### src/rtl/rotator_multiplier.sv
// ---------------------------------------------------------------------------
// rotator_multiplier
//
// Pipelined complex multiplier placed directly after the twiddle (rotator)
// memory of the FFT datapath. Every cycle it may accept one complex sample
// together with its Q1.16 rotator and produces the rounded, rescaled and
// saturated complex product three cycles later. It also tags the last
// sample of every frame of N consecutive valid samples.
//
// Pipeline:
//   stage 1 : register sample, rotator, valid, and the frame "last" tag
//   stage 2 : register the four partial products
//   stage 3 : sum, round half up, shift by FRAC, saturate, register outputs
//
// Ports:
//   clk           in   rising-edge clock
//   rst           in   synchronous active-high reset
//   data_valid    in   sample and rotator are presented this cycle
//   data_real     in   [DW-1:0] signed sample real part
//   data_img      in   [DW-1:0] signed sample imaginary part
//   rotator_real  in   [RW-1:0] signed Q1.16 rotator real part
//   rotator_img   in   [RW-1:0] signed Q1.16 rotator imaginary part
//   out_valid     out  product valid
//   out_real      out  [DW-1:0] signed product real part
//   out_img       out  [DW-1:0] signed product imaginary part
//   out_last      out  high with the N-th valid output of a frame
//   out_sat       out  real and/or imaginary part was saturated
// ---------------------------------------------------------------------------
module rotator_multiplier #(
  parameter int DW   = 16,
  parameter int RW   = 18,
  parameter int FRAC = 16,
  parameter int N    = 8
) (
  input  logic          clk,
  input  logic          rst,
  input  logic          data_valid,
  input  logic [DW-1:0] data_real,
  input  logic [DW-1:0] data_img,
  input  logic [RW-1:0] rotator_real,
  input  logic [RW-1:0] rotator_img,
  output logic          out_valid,
  output logic [DW-1:0] out_real,
  output logic [DW-1:0] out_img,
  output logic          out_last,
  output logic          out_sat
);

  // Counter width; a frame of one sample still needs a 1-bit counter.
  localparam int CW = (N > 1) ? $clog2(N) : 1;
  // Product width and sum width (one extra bit so the sum cannot overflow).
  localparam int PW = DW + RW;
  localparam int SW = PW + 1;

  localparam logic [CW-1:0]        CNT_LAST = CW'(N - 1);
  localparam logic signed [SW-1:0] HALF     = SW'(2 ** (FRAC - 1));
  localparam logic signed [SW-1:0] MAX_OUT  = SW'(2 ** (DW - 1) - 1);
  localparam logic signed [SW-1:0] MIN_OUT  = SW'(-(2 ** (DW - 1)));

  // ------------------------------------------------------------------------
  // Stage 1 state
  // ------------------------------------------------------------------------
  logic [CW-1:0]        cnt;
  logic                 s1_valid;
  logic                 s1_last;
  logic signed [DW-1:0] s1_dr;
  logic signed [DW-1:0] s1_di;
  logic signed [RW-1:0] s1_rr;
  logic signed [RW-1:0] s1_ri;

  // ------------------------------------------------------------------------
  // Stage 2 state
  // ------------------------------------------------------------------------
  logic                 s2_valid;
  logic                 s2_last;
  logic signed [PW-1:0] s2_rr;
  logic signed [PW-1:0] s2_ii;
  logic signed [PW-1:0] s2_ri;
  logic signed [PW-1:0] s2_ir;

  // ------------------------------------------------------------------------
  // Combinational products and stage-3 arithmetic
  // ------------------------------------------------------------------------
  logic signed [PW-1:0] prod_rr;
  logic signed [PW-1:0] prod_ii;
  logic signed [PW-1:0] prod_ri;
  logic signed [PW-1:0] prod_ir;

  logic signed [SW-1:0] sum_re;
  logic signed [SW-1:0] sum_im;
  logic signed [SW-1:0] scaled_re;
  logic signed [SW-1:0] scaled_im;
  logic signed [DW-1:0] clip_re;
  logic signed [DW-1:0] clip_im;
  logic                 sat_re;
  logic                 sat_im;

  // Stage 1: capture the sample and rotator, and derive the frame tag.
  // The frame counter restarts whenever data_valid drops, so a gap aborts
  // a partial frame exactly like the rotator memory's own address counter.
  // The data registers only load on valid cycles and otherwise hold.
  always_ff @(posedge clk) begin
    if (rst) begin
      cnt      <= '0;
      s1_valid <= 1'b0;
      s1_last  <= 1'b0;
      s1_dr    <= '0;
      s1_di    <= '0;
      s1_rr    <= '0;
      s1_ri    <= '0;
    end else begin
      s1_valid <= data_valid;
      s1_last  <= data_valid && (cnt == CNT_LAST);
      if (data_valid) begin
        cnt   <= (cnt == CNT_LAST) ? '0 : cnt + CW'(1);
        s1_dr <= data_real;
        s1_di <= data_img;
        s1_rr <= rotator_real;
        s1_ri <= rotator_img;
      end else begin
        cnt <= '0;
      end
    end
  end

  // The four partial products. Operands are sign-extended to the full
  // product width first so the multiply is done at DW+RW bits.
  assign prod_rr = PW'(s1_dr) * PW'(s1_rr);
  assign prod_ii = PW'(s1_di) * PW'(s1_ri);
  assign prod_ri = PW'(s1_dr) * PW'(s1_ri);
  assign prod_ir = PW'(s1_di) * PW'(s1_rr);

  // Stage 2: register the partial products alongside valid and last.
  always_ff @(posedge clk) begin
    if (rst) begin
      s2_valid <= 1'b0;
      s2_last  <= 1'b0;
      s2_rr    <= '0;
      s2_ii    <= '0;
      s2_ri    <= '0;
      s2_ir    <= '0;
    end else begin
      s2_valid <= s1_valid;
      s2_last  <= s1_last;
      if (s1_valid) begin
        s2_rr <= prod_rr;
        s2_ii <= prod_ii;
        s2_ri <= prod_ri;
        s2_ir <= prod_ir;
      end
    end
  end

  // Complex sums, then round half up: adding half an LSB before the
  // arithmetic shift turns the floor of the shift into round-half-up.
  always_comb begin
    sum_re    = SW'(s2_rr) - SW'(s2_ii);
    sum_im    = SW'(s2_ri) + SW'(s2_ir);
    scaled_re = (sum_re + HALF) >>> FRAC;
    scaled_im = (sum_im + HALF) >>> FRAC;
  end

  // Clamp each part to the signed DW range and flag when clamping happened.
  // Only -1.0 * -1.0 style corner cases and large-magnitude rotations can
  // exceed the range, since |rotator| is nominally at most 1.0.
  always_comb begin
    sat_re  = 1'b0;
    sat_im  = 1'b0;
    clip_re = scaled_re[DW-1:0];
    clip_im = scaled_im[DW-1:0];
    if (scaled_re > MAX_OUT) begin
      clip_re = MAX_OUT[DW-1:0];
      sat_re  = 1'b1;
    end else if (scaled_re < MIN_OUT) begin
      clip_re = MIN_OUT[DW-1:0];
      sat_re  = 1'b1;
    end
    if (scaled_im > MAX_OUT) begin
      clip_im = MAX_OUT[DW-1:0];
      sat_im  = 1'b1;
    end else if (scaled_im < MIN_OUT) begin
      clip_im = MIN_OUT[DW-1:0];
      sat_im  = 1'b1;
    end
  end

  // Stage 3: output registers. The status bits are gated by the stage valid
  // so they can never be seen high while out_valid is low; the data fields
  // hold their last value across bubbles.
  always_ff @(posedge clk) begin
    if (rst) begin
      out_valid <= 1'b0;
      out_last  <= 1'b0;
      out_sat   <= 1'b0;
      out_real  <= '0;
      out_img   <= '0;
    end else begin
      out_valid <= s2_valid;
      out_last  <= s2_valid && s2_last;
      out_sat   <= s2_valid && (sat_re || sat_im);
      if (s2_valid) begin
        out_real <= clip_re;
        out_img  <= clip_im;
      end
    end
  end

endmodule

### config.mk
export PLATFORM = sky130hd
export DESIGN_NAME = rotator_multiplier
export DESIGN_NICKNAME = d
export VERILOG_FILES = /design/src/rtl/rotator_multiplier.sv
export SDC_FILE = /design/constraint.sdc
export NUM_CORES = 2
export LEC_CHECK = 0
export CORE_UTILIZATION = 40
export DETAILED_ROUTE_END_ITERATION = 12
export PLACE_DENSITY_LB_ADDON = 0.08
export SYNTH_ARGS = -nofsm -noshare
export SYNTH_HDL_FRONTEND = slang
export SYNTH_SLANG_ARGS = --single-unit
### constraint.sdc
create_clock -name clk -period 16.8 [get_ports clk]
set_input_delay 3.36 -clock clk [delete_from_list [all_inputs] [get_ports clk]]
set_output_delay 3.36 -clock clk [all_outputs]
set_load 0.01 [all_outputs]
==> flow_metrics.tcl <==
set metrics [dict create \
    start_util_pct 40.4 \
    root_buffer "clkbuf_16" \
    setup_violations 0 \
    gr-total-overflow 0 \
    skew_ps 23.1 \
    slew_headroom_pct 22.5 \
    postRouteAntennaNets 0 \
    ys.flop_type "dfxtp_1" \
    first_global_vias 42737 \
    synth_area_leaders "fa_1 (42%), ha_1 (11%), inv_1 (9.0%)" \
    avgRoutedWirePerCell_um 20.5 \
    coreArea_um2 138000 \
    drc 0 \
    final-hold-violation-count 0 \
    async_flop_share_pct 0 \
    tightest_slew_ps 1160 \
    num_rows 136 \
    required_ps 17240 \
    io_buffers 105 \
    cp_common_cell "fa_1" \
    rsz0062_at_grt "no" \
    timing.hold.ws_ps 428 \
    area_growth_pct 7.24 \
    dieWidth_um 375 \
    max_stage_delay_ps 940 \
    final.period_utilization_pct 44.3 \
    drtIter0Drc 2149 \
    worst-setup-path-type "reg -> reg" \
    min_path_type "reg -> reg" \
    status "finished, final reports clean" \
    synthesis.area_um2 55600 \
    post-dp-hpwl_um 126000 \
    drive_gt1_share_pct 3.13 \
    worstSetupStartpointType "register" \
    ys_warn_count 0 \
    ir_drop_mv 0.121 \
    clkTransAtPathRegs_ps 70 \
    tritoncts "done" \
    num_io_pins 106 \
    cp_cell_sequence "clkinv_1, buf_4, nor2_1, fa_1, fa_1, fa_1, fa_1, fa_1, inv_1, fa_1, inv_1, ha_1, a21o_1, a21o_1, a21o_1, a211oi_1, o21ai_0, a31oi_1, o21bai_1, a21o_1, a211oi_1, mux2i_1, a21oi_1" \
    cts.sinks 246 \
    gp_congestion 0.869 \
    postCtsHoldBufs 0 \
    antenna_found_initial 3 \
    final_common_cell "inv_1" \
    num-nets-final 7773 \
    drt_first_pass_iters 7 \
    finalCriticalPeriod_ps 7440 \
    yosysTopAreaCellShare_pct 41.8 \
    maxCapViolations 0 \
    maxSlewViolCount 0 \
    synth_seq_cells 246 \
    h-tree-depth 2 \
    end_kind "register" \
    yosysUniqueCellTypes 83 \
    max_freq_mhz 134 \
    synth_edf_count 0 \
    cp_data_arrival_time_ps 7880 \
    post_synth.cell_area_avg_um2 9.05 \
    cp_max_fo 29 \
    grt_pass1_wl_um 258000 \
    fin_ws_ps 9360 \
    layout_common_cells "inv_1 (1,339), fa_1 (1,160), nand2_1 (646)" \
    setup_tns_ps 0 \
    vias_per_cell 5.00 \
    wl_um 161000 \
    grt_usage_pct 23.9 \
    route.vias.total 39443 \
    postCtsSetupBuffers 0 \
    synth_nets 7854 \
    cts_resized 0 \
    cts_buffers 38 \
    p_per_area_nw_per_um2 63.2 \
    synthCells 6147 \
    power.total_mw 3.77 \
    p_leak_nw 30.3 \
    post-place-ws_ps 9340 \
    synth_top_cell_by_area "fa_1" \
    dieArea_um2 141000 \
    cts_buffer_depth 3 \
    crit_path_top_delay_cell "dfxtp_1" \
    grt_start_max_net_pins 68 \
    clk_latency_ps 610 \
    die_h_um 375 \
    synth_seq_area_share_pct 8.86 \
]
==> power by group <==
group	switching [mW]	total [mW]	internal, mW
Combinational	1.36	2.21	0.845
Sequential	0.0694	0.708	0.639
Clock	0.353	0.855	0.503
Total	1.78	3.77	1.99
==> routing by layer <==
metal	track usage, %	up-vias	share of wire [%]	wire (um)
met5	0	-	0.011	18
met4	5.36	2	2.3	3670
met3	2.42	138	3.8	6060
met2	40.6	676	49	78400
met1	32.7	20291	45	73400
li1	-	18336	-	-
==> through the flow <==
| step | instance area, um2 | util [%] | instances |
|---|---|---|---|
| after floorplan | 55600 | - | 6147 |
| after global placement | 58300 | 42.4 | 7820 |
| after detailed placement | 58300 | 42.4 | 7820 |
| after CTS | 59600 | 43.3 | 7887 |
| after global routing | 59600 | 43.3 | 7887 |
| final | 59600 | 43.3 | 7893 |
==> synth_stat cells (all sizes together), types with 4 or more instances <==
master and number:
nand3 38, and3 12, nand2b 48, a21oi 168
xnor2 134, xor2 42, or2 5, fa 1160
nand4 15, a21boi 4, nor2 329, buf 21
mux2i 172, a21o 90, dfxtp 246, o22ai 7
o21bai 25, and2 545, ha 476, and4 6
nand2 647, o21a 29, a31o 5, nor3b 4
a221o 6, a211o 11, nor3 36, a41oi 4
inv 1340, a211oi 51, clkbuf 283, o211ai 11
o21ai 88, nor2b 15, nor4 7, o31ai 4
a31oi 19
==> kinds of logic after synthesis <==
logic type,synth area share [%]
AND/OR/NAND/NOR,14.9
multiplexers,3.10
XOR/XNOR,2.79
AO/OA/AOI/OAI,6.73
adder cells (fa/ha/maj),52.5
flip-flops,8.86
buffers and inverters,11.2
==> flip-flops by register name (all words and copies together) (netlist names) <==
register	count
s1_last	1
cnt	3
s1_ri	18
out_last	1
s2_ii	34
s1_rr	18
s2_ir	34
out_valid	1
s1_valid	1
s2_last	1
s2_valid	1
s1_dr	16
out_sat	1
out_img	16
out_real	16
s2_rr	34
s1_di	16
s2_ri	34
==> worst max-delay path, delay by kind of cell, from the launching register on <==
family                   cells  cell delay (ps)
AO/OA/AOI/OAI               10             1970
adder cells (fa/ha/maj)      7             3170
flip-flops                   1              940
AND/OR/NAND/NOR              1              190
multiplexers                 1              220
buffers and inverters        4              750
==> area by class of cell <==
class                      instances  area [um2]
clock buffer                      46        1030
inverter                        1340        5030
tap                             1794        2240
sequential                       246        4930
clock inverter                    21         251
antenna                            6        15.0
timing repair buffer             183        1640
multi-input combinational       4257       44500
fill                           13689       78000
==> final timing paths <==
| path | from | endpoint | slack [ps] | cells past startpoint |
|---|---|---|---|---|
| min reg2reg | s2_last$_SDFF_PP0_ | out_last$_SDFF_PP0_ | 430 | 1 |
| max reg2reg | s1_dr[15]$_SDFFE_PP0P_ | s2_ri[33]$_SDFFE_PP0P_ | 9360 | 23 |
| min | s2_last$_SDFF_PP0_ | out_last$_SDFF_PP0_ | 430 | 1 |
| max | s1_dr[15]$_SDFFE_PP0P_ | s2_ri[33]$_SDFFE_PP0P_ | 9360 | 23 |
(Power assumes the default switching activity.)
